[src/rtl/dsp_pkg.sv]
// Shared types and constants for the DC-removal averaging path.
// Holds the controller state encoding and the fill-counter sizing helper.
package dsp_pkg;

    typedef enum logic [1:0] {
        IDLE,
        CLEAR,
        FILL,
        RUN
    } avg_state_t;

    localparam int SAMPLE_W    = 16;
    localparam int AVG_SAMPLES = 128;

    // One extra bit so the counter can hold SAMPLES itself and saturate there.
    function automatic int fill_width(input int samples);
        return $clog2(samples) + 1;
    endfunction

endpackage

[src/rtl/lat_pipe.sv]
// Delay line that carries each averager enable and its warm tag until the
// matching averager result appears; a flush discards everything in flight.
module lat_pipe #(
    parameter int DEPTH = 2
) (
    input  logic clk,
    input  logic rst,
    input  logic flush,
    input  logic in_valid,
    input  logic in_warm,
    output logic out_valid,
    output logic out_warm
);

    logic [DEPTH-1:0] valid_sr;
    logic [DEPTH-1:0] warm_sr;

    always_ff @(posedge clk or posedge rst) begin
        if (rst) begin
            valid_sr <= '0;
            warm_sr  <= '0;
        end else if (flush) begin
            valid_sr <= '0;
            warm_sr  <= '0;
        end else begin
            valid_sr <= (valid_sr << 1) | DEPTH'(in_valid);
            warm_sr  <= (warm_sr << 1) | DEPTH'(in_warm);
        end
    end

    assign out_valid = valid_sr[DEPTH-1];
    assign out_warm  = warm_sr[DEPTH-1];

endmodule

[src/rtl/avg_ctrl.sv]
// Sequencer for the running-average DC-removal stage: clears the averager,
// feeds it samples, tracks its fill level and tags results as warm.
module avg_ctrl
    import dsp_pkg::*;
#(
    parameter int WIDTH   = SAMPLE_W,
    parameter int SAMPLES = AVG_SAMPLES,
    parameter int RES_LAT = 2,
    parameter int CLR_CYC = 1
) (
    input  logic             clk,
    input  logic             rst,
    input  logic             enable_i,
    input  logic             clear_i,
    input  logic             s_valid_i,
    input  logic [WIDTH-1:0] s_data_i,
    output logic             s_ready_o,
    output logic             avg_clr_o,
    output logic             avg_en_o,
    output logic [WIDTH-1:0] avg_data_o,
    input  logic [WIDTH-1:0] avg_res_i,
    output logic             m_valid_o,
    output logic [WIDTH-1:0] m_data_o,
    output logic             m_warm_o,
    output logic             drop_o
);

    localparam int FILL_W = fill_width(SAMPLES);
    localparam int CLR_W  = (CLR_CYC > 1) ? $clog2(CLR_CYC) : 1;
    localparam logic [FILL_W-1:0] FILL_MAX  = FILL_W'(SAMPLES);
    localparam logic [FILL_W-1:0] FILL_LAST = FILL_W'(SAMPLES - 1);
    localparam logic [CLR_W-1:0]  CLR_LAST  = CLR_W'(CLR_CYC - 1);

    avg_state_t        state;
    avg_state_t        state_next;
    logic [CLR_W-1:0]  clr_cnt;
    logic [FILL_W-1:0] fill;
    logic              warm;
    logic              running;
    logic              accept;
    logic              clr;
    logic              tail_valid;
    logic              tail_warm;
    logic              en_q;
    logic [WIDTH-1:0]  data_q;
    logic              m_valid_q;
    logic [WIDTH-1:0]  m_data_q;
    logic              m_warm_q;
    logic              drop_q;

    always_ff @(posedge clk or posedge rst) begin
        if (rst) begin
            state <= IDLE;
        end else begin
            state <= state_next;
        end
    end

    // Leaving (enable low) outranks restarting (clear), which outranks filling;
    // "running" is also the ready strobe, so a clear-cycle sample counts as dropped.
    always_comb begin
        state_next = state;
        clr        = 1'b0;
        running    = (state == FILL || state == RUN) && enable_i && !clear_i;
        accept     = s_valid_i && running;
        case (state)
            IDLE: begin
                if (enable_i) state_next = CLEAR;
            end
            CLEAR: begin
                clr = 1'b1;
                if (!enable_i)               state_next = IDLE;
                else if (clr_cnt == CLR_LAST) state_next = FILL;
            end
            FILL: begin
                if (!enable_i)                       state_next = IDLE;
                else if (clear_i)                    state_next = CLEAR;
                else if (accept && fill == FILL_LAST) state_next = RUN;
            end
            RUN: begin
                if (!enable_i)    state_next = IDLE;
                else if (clear_i) state_next = CLEAR;
            end
            default: state_next = IDLE;
        endcase
    end

    always_ff @(posedge clk or posedge rst) begin
        if (rst) begin
            clr_cnt <= '0;
            fill    <= '0;
            warm    <= 1'b0;
        end else begin
            clr_cnt <= (state == CLEAR) ? clr_cnt + 1'b1 : '0;
            if (state != FILL && state != RUN) begin
                fill <= '0;
            end else if (accept && fill != FILL_MAX) begin
                fill <= fill + 1'b1;
            end
            warm <= (state_next == RUN);
        end
    end

    always_ff @(posedge clk or posedge rst) begin
        if (rst) begin
            en_q   <= 1'b0;
            data_q <= '0;
            drop_q <= 1'b0;
        end else begin
            en_q <= accept;
            if (accept) data_q <= s_data_i;
            if (s_valid_i && !running) begin
                drop_q <= 1'b1;
            end else if (state == IDLE && enable_i) begin
                drop_q <= 1'b0;
            end
        end
    end

    // The warm tag travels with the enable, so each result reports the
    // window state at the moment its own sample went into the averager.
    lat_pipe #(
        .DEPTH(RES_LAT)
    ) u_lat_pipe (
        .clk      (clk),
        .rst      (rst),
        .flush    (!running),
        .in_valid (en_q),
        .in_warm  (warm),
        .out_valid(tail_valid),
        .out_warm (tail_warm)
    );

    always_ff @(posedge clk or posedge rst) begin
        if (rst) begin
            m_valid_q <= 1'b0;
            m_data_q  <= '0;
            m_warm_q  <= 1'b0;
        end else begin
            m_valid_q <= tail_valid && running;
            if (tail_valid && running) begin
                m_data_q <= avg_res_i;
                m_warm_q <= tail_warm;
            end else if (!running) begin
                m_warm_q <= 1'b0;
            end
        end
    end

    assign s_ready_o  = running;
    assign avg_clr_o  = clr;
    assign avg_en_o   = en_q;
    assign avg_data_o = data_q;
    assign m_valid_o  = m_valid_q;
    assign m_data_o   = m_data_q;
    assign m_warm_o   = m_warm_q;
    assign drop_o     = drop_q;

endmodule

[config.mk]
export PLATFORM = sky130hd
export DESIGN_NAME = avg_ctrl
export DESIGN_NICKNAME = d
export VERILOG_FILES = /design/src/rtl/dsp_pkg.sv /design/src/rtl/lat_pipe.sv /design/src/rtl/avg_ctrl.sv
export SDC_FILE = /design/constraint.sdc
export NUM_CORES = 1
export LEC_CHECK = 0
export BUFFER_PORTS_ARGS = -buffer_cell sky130_fd_sc_hd__buf_2
export CORE_MARGIN = 2
export CORE_UTILIZATION = 50
export DETAILED_ROUTE_END_ITERATION = 10
export PLACE_DENSITY = 0.85
export SYNTH_ARGS = -nofsm -noshare
export SYNTH_HDL_FRONTEND = slang
export SYNTH_HIERARCHICAL = 1
export SYNTH_SLANG_ARGS = --single-unit
export TNS_END_PERCENT = 10
[constraint.sdc]
create_clock -name clk -period 3.78 [get_ports clk]
set_input_delay 0.189 -clock clk [delete_from_list [all_inputs] [get_ports clk]]
set_output_delay 0.189 -clock clk [all_outputs]
set_load 0.1 [all_outputs]
Word-level counts from Yosys, hierarchy flattened:

Index checks and enable logic that the tools add are counted.

* bits in registers: 52
* bits of input ports: 37
* output and inout port bits: 38
* logic and storage cells: 59

* $add $sub $neg: 2
* eq/ne operators: 9
* muxes and demuxes: 19
* bitwise operators: 2
* reduce and logical (&&, ||, !) cells: 15

Operator list (count)
* two-way mux 2 bit: 10
* two-way mux 8 bit: 2
* logical AND 1 bit: 9
* adder 8 x 1 -> 8 bit (second input constant): 1
* == test 8 x 7 -> 1 bit (second input constant): 1
* inequality test 8 bit (second input constant): 1
* case mux 2 bit (4 select lines): 1
* == test 2 bit (second input constant): 3
* two-way mux 1 bit: 6
* inequality test 2 bit (second input constant): 2
* OR 2 x 1 -> 2 bit: 2
* nonzero test 2 bit: 2
* == test 2 x 1 -> 1 bit (second input constant): 1
* zero test 1 bit: 2
* zero test 2 bit: 1
* inequality test 2 x 1 -> 1 bit (second input constant): 1
* adder 1 bit (second input constant): 1
* logical OR 1 bit: 1

Logic depth before layout (Yosys ltp):

Gate-level depths: netlist of the first run.

* word-level depth: 11
* depth in mapped cells: 6
* mapped depth without buffers: 6

Modules after synthesis:

The synthesis of the first run kept the hierarchy.

Modules (own cells, without submodules)
* avg_ctrl: instances 1, cells an instance 175, area an instance 2025.7 µm², sequential area each 1201.2 µm²
* lat_pipe: instances 1, cells an instance 9, area an instance 128.9 µm², sequential area each 100.1 µm²

Worst setup path after synthesis of the first run:

OpenSTA, ideal clock, no wires.

* path type: register -> output
* start: reg state[1]
* end: out avg_clr_o
* arrival time: 1.818 ns
* required time: 3.591 ns
* setup slack: 1.773 ns
* stages on the path, launching flop included: 3
* path buffers: 1
* cells stage by stage: dfrtp_1 > clkbuf_1 > nor2_1

* cells in the longest elaborated chain, start to end: 2

RTL lines
* start: declaration: RTL line avg_ctrl.sv:34 `avg_state_t state;`
* start signal: assignment: RTL line avg_ctrl.sv:55 `state <= state_next;`
* == test 2 x 1 -> 1 bit: RTL line avg_ctrl.sv:66 `case (state)`
* two-way mux 1 bit: RTL line avg_ctrl.sv:66
* end: declaration: RTL line avg_ctrl.sv:18 `output logic avg_clr_o,`

Every way passes these cells.

Final worst setup path of the first run:

* start: reg state[1]
* end: reg state[0]

* cells in the longest elaborated chain, start to end: 10
* elaborated cells between the ends (all ways): 13
* those cells by class: eq/ne: 3; mux: 4; reduce/logical: 6

RTL lines
* == test 2 bit: RTL line avg_ctrl.sv:64, avg_ctrl.sv:66
* logical OR 1 bit: RTL line avg_ctrl.sv:64 `running = (state == FILL || state == RUN) && enable_i && !clear_i;`
* logical AND 1 bit (2 in series): RTL line avg_ctrl.sv:64
* logical AND 1 bit: RTL line avg_ctrl.sv:65 `accept = s_valid_i && running;`
* logical AND 1 bit: RTL line avg_ctrl.sv:78 `else if (accept && fill == FILL_LAST) state_next = RUN;`
* two-way mux 2 bit: RTL line avg_ctrl.sv:78
* two-way mux 2 bit: RTL line avg_ctrl.sv:77 `else if (clear_i) state_next = CLEAR;`
* two-way mux 2 bit: RTL line avg_ctrl.sv:76 `if (!enable_i) state_next = IDLE;`
* case mux 2 bit (4 select lines) *: RTL line avg_ctrl.sv:66
* via state_next[0]: RTL line avg_ctrl.sv:35 `avg_state_t state_next;`

Mark *: on every way through the listed nets, which the timed path passes. The rest lies on a longest branch.
A chain may end at the register's enable or synchronous reset.

==> results of run 1 <==
==> cells in the mapped netlist, types with 2 or more instances <==
cell type / number
sky130_fd_sc_hd__xor2_1: 2
sky130_fd_sc_hd__clkbuf_1: 2
sky130_fd_sc_hd__nor2b_1: 6
sky130_fd_sc_hd__xnor2_1: 4
sky130_fd_sc_hd__buf_2: 2
sky130_fd_sc_hd__mux2_1: 16
sky130_fd_sc_hd__inv_1: 9
sky130_fd_sc_hd__ha_1: 2
sky130_fd_sc_hd__mux2i_1: 3
sky130_fd_sc_hd__and2_1: 6
sky130_fd_sc_hd__dfrtp_1: 52
sky130_fd_sc_hd__nand2_1: 51
sky130_fd_sc_hd__a21oi_1: 3
sky130_fd_sc_hd__nand4_1: 4
sky130_fd_sc_hd__nor2_1: 3
==> final cells by class <==
type	count	area (µm²)
fillers	327	1440
flip-flops and latches	52	1300
multi-input cells	117	783
repair buffers	76	388
clock buffers	5	68.8
well taps	50	62.6
inverters	9	33.8
clock inverters	2	12.5
==> timing repair <==
action,4_1_cts,5_1_grt
endpoints found under the setup margin,0,0
hold endpoints to repair,4,0
hold buffers,1,0
==> how the worst max path moves through the flow <==
stage | to | slack [ns] | cells after the start | start
2_1_floorplan | avg_clr_o | 1.77 | 2 | state[1]
3_3_place_gp | state[0] | 1.73 | 6 | state[1]
3_5_place_dp | state[0] | 1.65 | 6 | state[1]
4_1_cts | state[0] | 1.61 | 6 | state[1]
5_1_grt | state[0] | 1.45 | 6 | state[1]
6_report | state[0] | 1.61 | 6 | state[1]
==> logic make-up (layout without fill, tap and decap cells) <==
kind of cell    Yosys count  count (layout)  share of synthesized area
buf+inv                  15              92                     0.0325
compound gates            7               7                     0.0314
simple gates             83              83                      0.199
xor+xnor                  6               6                     0.0244
fa+ha+maj                 2               2                     0.0116
flops                    52              52                      0.604
mux                      19              19                     0.0976
==> metal layers <==
metal | track usage | routed length, µm | up-vias
met1 | 0.219 | 1620 | 759
met3 | 0.0320 | 203 | 15
li1 | - | - | 747
met2 | 0.331 | 2260 | 56
met5 | 0 | 0 | -
met4 | 0.118 | 153 | 0
==> worst max-delay path: stages (launching register included) <==
cell and delay, ns:
sky130_fd_sc_hd__dfrtp_1 0.56, sky130_fd_sc_hd__nand4b_1 0.16, sky130_fd_sc_hd__buf_4 0.24, sky130_fd_sc_hd__inv_1 0.48, sky130_fd_sc_hd__nand4_1 0.24, sky130_fd_sc_hd__o311ai_1 0.26, sky130_fd_sc_hd__and3b_1 0.18
==> registers in the layout, summed over array words and instances, names as in the netlist <==
signal and count:
avg_data_o 16, m_warm_o 1, u_lat_pipe/valid_sr 2, u_lat_pipe/warm_sr 2, warm 1, m_data_o 16, m_valid_o 1, clr_cnt 1
state 2, drop_o 1, fill 8, avg_en_o 1
==> per-stage QoR <==
step | power (W) | cell area (µm²) | setup WS, ns | util | hold WS (ns)
finish | 0.00162 | 2650 | 1.61 | 0.649 | 0.0626
global route | 0.00168 | 2650 | 1.45 | 0.649 | 0.0728
CTS | 0.00163 | 2650 | 1.61 | 0.649 | 0.0635
detailed placement | 0.00134 | 2560 | 1.65 | 0.626 | 0.0959
global placement | 0.00133 | 2560 | 1.73 | 0.626 | 0.0922
floorplan | 0.00122 | 2150 | 1.77 | - | -0.0449
==> cells in the final DEF, fill, tap and decap left out, drive strengths merged <==
master       synthesis  routed
nand2               52      52
nor2b                6       6
and2                 7       7
a21oi                4       4
dlygate4sd3          0       1
nand4                4       4
and3b                1       1
nor3b                2       2
mux2                16      16
nor4b                2       2
nand3                1       1
o311ai               1       1
nor3                 1       1
xnor2                4       4
ha                   2       2
nor4                 1       1
xor2                 2       2
inv                  9       9
buf                  4      75
mux2i                3       3
and3                 1       1
nand4b               1       1
and2b                1       1
nor2                 3       3
o21a                 1       1
clkinv               0       1
clkbuf               2       5
a2111oi              1       1
dfrtp               52      52
clkinvlp             0       1
==> power by group <==
group          internal, W  leakage [nW]  switching [W]
sequential        0.000623         0.702      0.0000411
combinational    0.0000878         0.787       0.000571
clock             0.000126        0.0400       0.000172
==> reports/qor.txt, run 1 <==
====================================================================================
Total Nets Final                                                                 300
Starting Density                                                               0.527
Outcome                                                                 finished clean
Clock Tree Root                                                         sky130_fd_sc_hd__clkbuf_8
Number of detailed-routing iterations run before antenna repair                    4
Non-filler cells, final                                                          311
Horizontal die dimension                                                     69.6 µm
Number of placed cells counting well taps                                        303
Summed negative setup slack over all endpoints                                  0 ns
Number of buffers created by CTS                                                   5
Share of the synthesized area in the top cell type                             0.604
Iteration-0 DRC count of the detailed router                                      81
Worst Setup End Kind                                                        register
Clock tree from TritonCTS                                                        yes
Average instance area after synthesis                                       11.7 µm²
Maximum number of pins on one net before global-route repair                      49
Leakage component of the power                                               1.53 nW
Synth warnings                                                                     6
Min Tclk post-route                                                          2.17 ns
Worst slew margin                                                              0.355
Crit path launch type                                                       register
Post-synthesis cell type count                                                    34
Worst supply voltage drop on vdd                                            0.408 mV
Post-synth EDFFs                                                                   0
End of the worst hold path                                              avg_data_o[8]
Cell area power density                                                   612 nW/µm²
Top area cells in the synthesized netlist                               sky130_fd_sc_hd__dfrtp_1, sky130_fd_sc_hd__nand2_1, sky130_fd_sc_hd__mux2_1
Total inserted antenna cells                                                       0
Most area-hungry cell type in the Yosys netlist                         sky130_fd_sc_hd__dfrtp_1
Total DRC errors in the routed layout                                              0
Hold wc startpoint                                                       s_data_i[8]
Synthesized net count                                                            223
Beginning of the worst register-to-register path                            state[1]
Post-detailed-route wirelength per cell                                      13.6 µm
Maximum fanout along the worst path                                               21
Number of gates resized after cts                                                  0
Reg2reg end                                                                 state[0]
Start-to-end type of the worst setup path                                    reg2reg
Post-synthesis cell area                                                    2150 µm²
Post-synthesis to final-layout area growth                                     23.0%
Hold depth                                                                         3
Endpoints failing setup                                                            0
FF+latch count, synth                                                             52
Proportion of synthesized flip-flops having asynchronous set or reset           1.00
Total Routing Usage GR                                                         0.191
Num ports                                                                         75
Proportion of layout cells with a drive suffix above 1                         0.345
Final GP Congestion                                                            0.738
Highest achievable clock rate                                                460 MHz
Arr. time, crit path                                                         2.41 ns
Count of buffers added by post-CTS timing repair for setup                         0
Number of sinks handled by clock tree synthesis                                   52
R2R Setup Slk                                                                1.61 ns
Final worst path period share                                                  0.575
Vertical extent of the die                                                   69.6 µm
Sequential element share of the synthesized area                               0.604
Required time at the worst-slack endpoint                                    4.02 ns
Hpwl dp                                                                      3050 µm
Number of antenna violations at the first check in global routing                  0
Clock slew seen by the registers of the worst setup and hold paths           0.09 ns
Worst Max-Slew Pin Slew                                                     0.966 ns
Type of the most critical hold path                                           in2reg
Number of cells on the worst reg-to-reg path                                       6
Worst-skew pair later-pin latency                                            0.31 ns
GRT Residual Overflow                                                              0
Routed WL                                                                    4230 µm
Vias in the first global route                                                  1601
Max cap viols                                                                      0
RSZ-0062 raised after global routing                                           false
Number of vias per cell                                                         5.07
Post-synth top flop                                                     sky130_fd_sc_hd__dfrtp_1
Longest Clk Path Bufs                                                              2
Floorplan die area                                                          4850 µm²
Global-route wire length before repair                                       7350 µm
Count of buffers inserted at the top-level ports                                  74
Antenna-violating nets left                                                        0
Number of hold-slack violations in the final timing report                         0
Core area                                                                   4090 µm²
Standard-cell row count                                                           23
Clock tree skew after final layout                                         0.0112 ns
Routed vias                                                                     1577
CTS HTree Levels                                                                   2
Number of max-slew violations in the final report                                  0
Mapped Cells                                                                     184
====================================================================================
No activity file was read; power rests on OpenSTA's default activity.
==> run 2, diff against run 1 <==
--- a/config.mk
+++ b/config.mk
@@ -7,9 +7,9 @@
 export LEC_CHECK = 0
 export BUFFER_PORTS_ARGS = -buffer_cell sky130_fd_sc_hd__buf_2
 export CORE_MARGIN = 2
-export CORE_UTILIZATION = 50
+export CORE_UTILIZATION = 49
 export DETAILED_ROUTE_END_ITERATION = 10
-export PLACE_DENSITY = 0.85
+export PLACE_DENSITY = 0.84
 export SYNTH_ARGS = -nofsm -noshare
 export SYNTH_HDL_FRONTEND = slang
 export SYNTH_HIERARCHICAL = 1
==> constraint.sdc (replaced) <==
create_clock -name clk -period 2.07 [get_ports clk]
set_input_delay 0.1035 -clock clk [delete_from_list [all_inputs] [get_ports clk]]
set_output_delay 0.1035 -clock clk [all_outputs]
set_load 0.1 [all_outputs]
==> run 2 against run 1 <==
  * Non-clock buffer count increased by 16
  * Wire length rose by 0.66%
  * Worst hold slack got worse by 0.061 ns
  * Global-route usage decreased by 0.22 points
  * Combinational power up 87%
  * Setup slack worse by 1.4 ns
  * Register-to-register slack got worse by 1.3 ns
  * Clock-buffer cell count is 2 higher
  * Critical path type is now reg2out
  * Highest routed layer unchanged
==> reports/qor.txt, run 2 (synthesis results as in run 1) <==
=================================================================================
Outcome                                                              finished clean
Met3 WL post-DR                                                            270 µm
Number of placed cells counting well taps                                     307
Switching fraction of total power                                           0.468
Vertical extent of the die                                                70.3 µm
Summed negative setup slack over all endpoints                               0 ns
Global-route wire length before repair                                    7380 µm
Core area                                                                4290 µm²
Commonest cells after routing, fill and taps aside                   sky130_fd_sc_hd__buf_2, sky130_fd_sc_hd__dfrtp_1, sky130_fd_sc_hd__nand2_1
Number of antenna violations at the first check in global routing               0
Number of detailed-routing iterations run before antenna repair                 4
Total Nets Final                                                              316
End of the worst hold path                                           avg_data_o[3]
Worst supply voltage drop on vdd                                          1.01 mV
Maximum number of pins on one net before global-route repair                   35
Worst-skew pair later-pin latency                                         0.30 ns
Type of the most critical hold path                                        in2reg
Most common cell after layout, fill and taps aside                   sky130_fd_sc_hd__buf_2
Required time at the worst-slack endpoint                                 1.97 ns
Clock Tree Root                                                      sky130_fd_sc_hd__clkbuf_8
Floorplan die area                                                       4940 µm²
Slowest cell on crit path                                            sky130_fd_sc_hd__dfrtp_1
Clock tree skew after final layout                                     0.00629 ns
Hpwl dp                                                                   2960 µm
Final worst path period share                                               0.889
Non-filler cells, final                                                       329
Crit path cell chain                                                 and2b_1 -> and2_2 -> buf_2
Combinational fraction of design power                                      0.404
Routed WL                                                                 4260 µm
Crit path launch type                                                    register
Number of buffers created by CTS                                                5
Crit path largest cell delay                                              0.56 ns
Number of cells on the critical path                                            3
Final Worst Setup Slack                                                  0.231 ns
Post-layout power                                                       0.00304 W
R2R Setup Slk                                                             0.28 ns
Post-synthesis to final-layout area growth                                  31.0%
Total Routing Usage GR                                                      0.189
Switching power of the nets                                             0.00142 W
Starting Density                                                            0.502
Vias in the first global route                                               1655
RSZ-0062 raised after global routing                                        false
Proportion of layout cells with a drive suffix above 1                      0.332
Amount of wire on met2 after detailed routing                             2100 µm
Hold wc startpoint                                                    s_data_i[3]
Endpoints failing setup                                                         0
Post-detailed-route wirelength per cell                                   13.0 µm
Horizontal die dimension                                                  70.3 µm
Sequential cell fraction of total power                                     0.398
Number of vias per cell                                                      4.93
Iteration-0 DRC count of the detailed router                                   74
Hold depth                                                                      3
Clock tree from TritonCTS                                                     yes
Kind of cell adding the most delay to the critical path                flip-flops
Max cap viols                                                                   0
Reg2reg end                                                              state[0]
Count of buffers inserted at the top-level ports                               74
Num ports                                                                      75
GRT Residual Overflow                                                           0
CTS HTree Levels                                                                2
Leakage component of the power                                            1.61 nW
Worst slew margin                                                           0.670
Antenna-violating nets left                                                     0
Routed vias                                                                  1623
Min Tclk post-route                                                       1.84 ns
Count of buffers added by post-CTS timing repair for setup                      0
Crit path buf inv count                                                         1
Number of sinks handled by clock tree synthesis                                52
Standard-cell row count                                                        24
Start-to-end type of the worst setup path                                 reg2out
Worst Setup End Kind                                                 primary output
Cell area power density                                               1080 nW/µm²
Cell-internal power                                                     0.00162 W
Worst Max-Slew Pin Slew                                                  0.498 ns
Uppermost layer routed                                                       met4
Number of cells on the worst reg-to-reg path                                    5
Number of max-slew violations in the final report                               0
Clock slew seen by the registers of the worst setup and hold paths        0.09 ns
Place WS                                                                 0.341 ns
Total DRC errors in the routed layout                                           0
Longest Clk Path Bufs                                                           2
Highest achievable clock rate                                             544 MHz
Number of hold-slack violations in the final timing report                      0
Final GP Congestion                                                         0.883
Met1 layer wirelength in the final routing                                1810 µm
Beginning of the worst register-to-register path                         state[1]
Clk pwr share                                                               0.198
Maximum fanout along the worst path                                            13
Arr. time, crit path                                                      1.74 ns
Final design utilization                                                    0.657
Total inserted antenna cells                                                    0
Number of fill cells                                                          320
=================================================================================
-- run 2: changes by cell type in the layout (fill, tap and decap cells not counted), sizes merged --
cell         before  now
clkbuf            5    7
clkinv            1    0
clkinvlp          1    0
buf              75   77
dlygate4sd3       1   15
-- run 2: final cells by class --
type | instances | area, µm² | area share
Timing Repair Buffer | 92 | 543 | 0.192
Tap cell | 52 | 65.1 | 0.0230
Clock buffer | 7 | 96.3 | 0.0341
Inverter | 9 | 33.8 | 0.0120
Sequential cell | 52 | 1300 | 0.461
Multi-Input combinational cell | 117 | 783 | 0.277
-- run 2: power groups by stage --
stage / combinational (W) / sequential, W / clock [W]
3_5_place_dp: 0.00121 / 0.00122 / 0
6_report: 0.00123 / 0.00121 / 0.000601
3_3_place_gp: 0.00120 / 0.00122 / 0
4_1_cts: 0.00123 / 0.00121 / 0.000617
5_1_grt: 0.00128 / 0.00123 / 0.000659
2_1_floorplan: 0.000166 / 0.00206 / 0
-- run 2: worst max-delay path by stage --
stage / startpoint / endpoint / slack, ns
3_5_place_dp: state[1] / state[0] / 0.34
4_1_cts: state[1] / s_ready_o / 0.23
6_report: state[1] / s_ready_o / 0.23
5_1_grt: state[1] / state[0] / 0.07
3_3_place_gp: state[1] / state[0] / 0.45
2_1_floorplan: state[1] / avg_clr_o / 0.15
-- run 2: repair_timing --
item,4_1_cts,5_1_grt
endpoints found under the hold margin,32,0
resized for setup,0,0
hold buffers,15,0
-- run 2: metal layers --
layer | vias up | GRT usage
met4 | 0 | 0.0833
li1 | 783 | -
met2 | 63 | 0.297
met3 | 8 | 0.0505
met1 | 769 | 0.245
met5 | - | 0
-- run 2: worst min-delay path, cell delays in order --
cell and delay [ns]:
sky130_fd_sc_hd__buf_2 0.08, sky130_fd_sc_hd__nand2_1 0.04, sky130_fd_sc_hd__nand2_1 0.05
-- run 2: stage by stage --
step / hold slack (ns) / instance area (µm²)
6_report: 0.00149 / 2820
5_1_grt: 0.00909 / 2820
4_1_cts: 0.000523 / 2820
3_5_place_dp: 0.0123 / 2580
3_3_place_gp: 0.0115 / 2580
2_1_floorplan: -0.130 / 2150
==> run 3, diff against run 2 <==
--- a/config.mk
+++ b/config.mk
@@ -7,9 +7,10 @@
 export LEC_CHECK = 0
 export BUFFER_PORTS_ARGS = -buffer_cell sky130_fd_sc_hd__buf_2
 export CORE_MARGIN = 2
-export CORE_UTILIZATION = 49
+export CORE_UTILIZATION = 25
 export DETAILED_ROUTE_END_ITERATION = 10
-export PLACE_DENSITY = 0.84
+export GPL_TIMING_DRIVEN = 0
+export PLACE_DENSITY = 0.51
 export SYNTH_ARGS = -nofsm -noshare
 export SYNTH_HDL_FRONTEND = slang
 export SYNTH_HIERARCHICAL = 1
==> run 3 against run 2 <==
  * Final cell count rose by 21%
  * Via count rose by 0.12%
  * Sequential power barely moved
  * Setup slack improved by 0.19 ns
==> reports/qor.txt, run 3 (synthesis results as in run 1) <==
=================================================================================
Num ports                                                                      75
Number of cells on the worst reg-to-reg path                                    5
Post-detailed-route wirelength per cell                                   11.6 µm
Commonest cells after routing, fill and taps aside                   sky130_fd_sc_hd__buf_2, sky130_fd_sc_hd__dfrtp_1, sky130_fd_sc_hd__nand2_1
Cell area power density                                               1100 nW/µm²
Worst-skew pair later-pin latency                                         0.30 ns
Min Tclk post-route                                                       1.65 ns
Proportion of layout cells with a drive suffix above 1                      0.325
Start-to-end type of the worst setup path                                 reg2out
Beginning of the worst register-to-register path                         state[1]
Type of the most critical hold path                                        in2reg
Standard-cell row count                                                        33
Horizontal die dimension                                                  96.8 µm
Total DRC errors in the routed layout                                           0
Total Nets Final                                                              330
Number of max-slew violations in the final report                               0
GRT Residual Overflow                                                           0
Vertical extent of the die                                                96.8 µm
Worst Max-Slew Pin Slew                                                  0.574 ns
Number of antenna violations at the first check in global routing               0
Worst setup path start                                                   state[1]
Maximum fanout along the worst path                                            10
Hpwl dp                                                                   3170 µm
Number of fill cells                                                          839
Worst slew margin                                                           0.617
Final GP Congestion                                                         0.762
Arr. time, crit path                                                      1.54 ns
Total Routing Usage GR                                                      0.103
Iteration-0 DRC count of the detailed router                                   26
Number of gates resized after cts                                               0
CTS HTree Levels                                                                2
Number of detailed-routing iterations run before antenna repair                 4
Clock tree from TritonCTS                                                     yes
Number of hold-slack violations in the final timing report                      0
Endpoints failing setup                                                         0
Post-layout power                                                       0.00339 W
Post-synthesis to final-layout area growth                                  43.2%
Max cap viols                                                                   0
Routed vias                                                                  1625
Required time at the worst-slack endpoint                                 1.97 ns
Clock slew seen by the registers of the worst setup and hold paths        0.10 ns
Worst Setup End Kind                                                 primary output
Maximum number of pins on one net before global-route repair                   27
Starting Density                                                            0.260
Clock tree skew after final layout                                     0.00708 ns
Number of vias per cell                                                      4.09
Total inserted antenna cells                                                    0
Routed WL                                                                 4590 µm
Number of sinks handled by clock tree synthesis                                52
Worst supply voltage drop on vdd                                         0.902 mV
Antenna-violating nets left                                                     0
Outcome                                                              finished clean
Longest Clk Path Bufs                                                           2
Highest achievable clock rate                                             607 MHz
Leakage component of the power                                            1.70 nW
Clock Tree Root                                                      sky130_fd_sc_hd__clkbuf_8
Final worst path period share                                               0.795
Count of buffers inserted at the top-level ports                               74
Global-route wire length before repair                                    8010 µm
Most common cell after layout, fill and taps aside                   sky130_fd_sc_hd__buf_2
Hold depth                                                                      2
Hold wc startpoint                                                   avg_res_i[8]
Summed negative setup slack over all endpoints                               0 ns
Floorplan die area                                                       9380 µm²
Crit path launch type                                                    register
Vias in the first global route                                               1675
Core area                                                                8300 µm²
Final design utilization                                                    0.372
Number of buffers created by CTS                                                5
RSZ-0062 raised after global routing                                        false
=================================================================================
-- run 3: cell count changes in the layout (fill, tap and decap cells not counted), sizes merged --
cell,before,now
dlygate4sd3,15,25
bufinv,0,3
buf,77,79
-- run 3: report_power, final --
group	leakage, nW	internal [W]	switching, W
combinational	0.916	0.000195	0.00106
sequential	0.702	0.00114	0.0000637
clock	0.0784	0.000604	0.000336
total	1.70	0.00194	0.00146
-- run 3: timing repair --
| action | in CTS | in global routing |
|---|---|---|
| endpoints found under the setup margin | 0 | 0 |
| setup buffers | 0 | 0 |
| endpoints found under the hold margin | 53 | 0 |
| hold buffers | 25 | 0 |
-- run 3: layer usage --
metal / up-vias / global-route usage / part of all wire
met5: - / 0 / 0
met2: 49 / 0.177 / 0.49
met4: 0 / 0.0293 / 0.0063
li1: 806 / - / -
met1: 765 / 0.128 / 0.45
met3: 5 / 0.0253 / 0.050
-- run 3: cell type report --
cell class | instances | area [µm²] | share of cell area
buffer | 6 | 36.3 | 0.0118
clock buffer | 5 | 68.8 | 0.0223
clock inverter | 3 | 90.1 | 0.0292
inverter | 9 | 33.8 | 0.0109
multi-input combinational | 117 | 783 | 0.254
sequential | 52 | 1300 | 0.422
tap | 105 | 131 | 0.0426
timing repair buffer | 100 | 641 | 0.208
-- run 3: critical path, cell delays in order, from the launching register on --
cell                       delay [ns]
sky130_fd_sc_hd__dfrtp_1         0.41
sky130_fd_sc_hd__clkbuf_1        0.24
sky130_fd_sc_hd__nor2_1          0.16
sky130_fd_sc_hd__buf_2           0.43
-- run 3: final timing paths --
path / slack, ns / endpoint
worst max-delay path: 0.42 / avg_clr_o
worst max register to register: 0.49 / m_data_o[9]
min in group asynchronous: 0.25 / u_lat_pipe/valid_sr[1]
max in group asynchronous: 1.12 / avg_data_o[13]
worst min-delay path: 0.01 / m_data_o[8]
worst min register to register: 0.44 / clr_cnt
-- run 3: stage by stage --
step	cells	hold WS (ns)	cell area [µm²]	setup slack, ns
final	397	0.0140	3090	0.423
after floorplan	184	-0.130	2150	0.149
after global routing	397	0.00135	3090	0.344
after detailed placement	364	0.00798	2680	0.479
after CTS	397	0.000935	3090	0.392
after global placement	363	0.00881	2660	0.0739
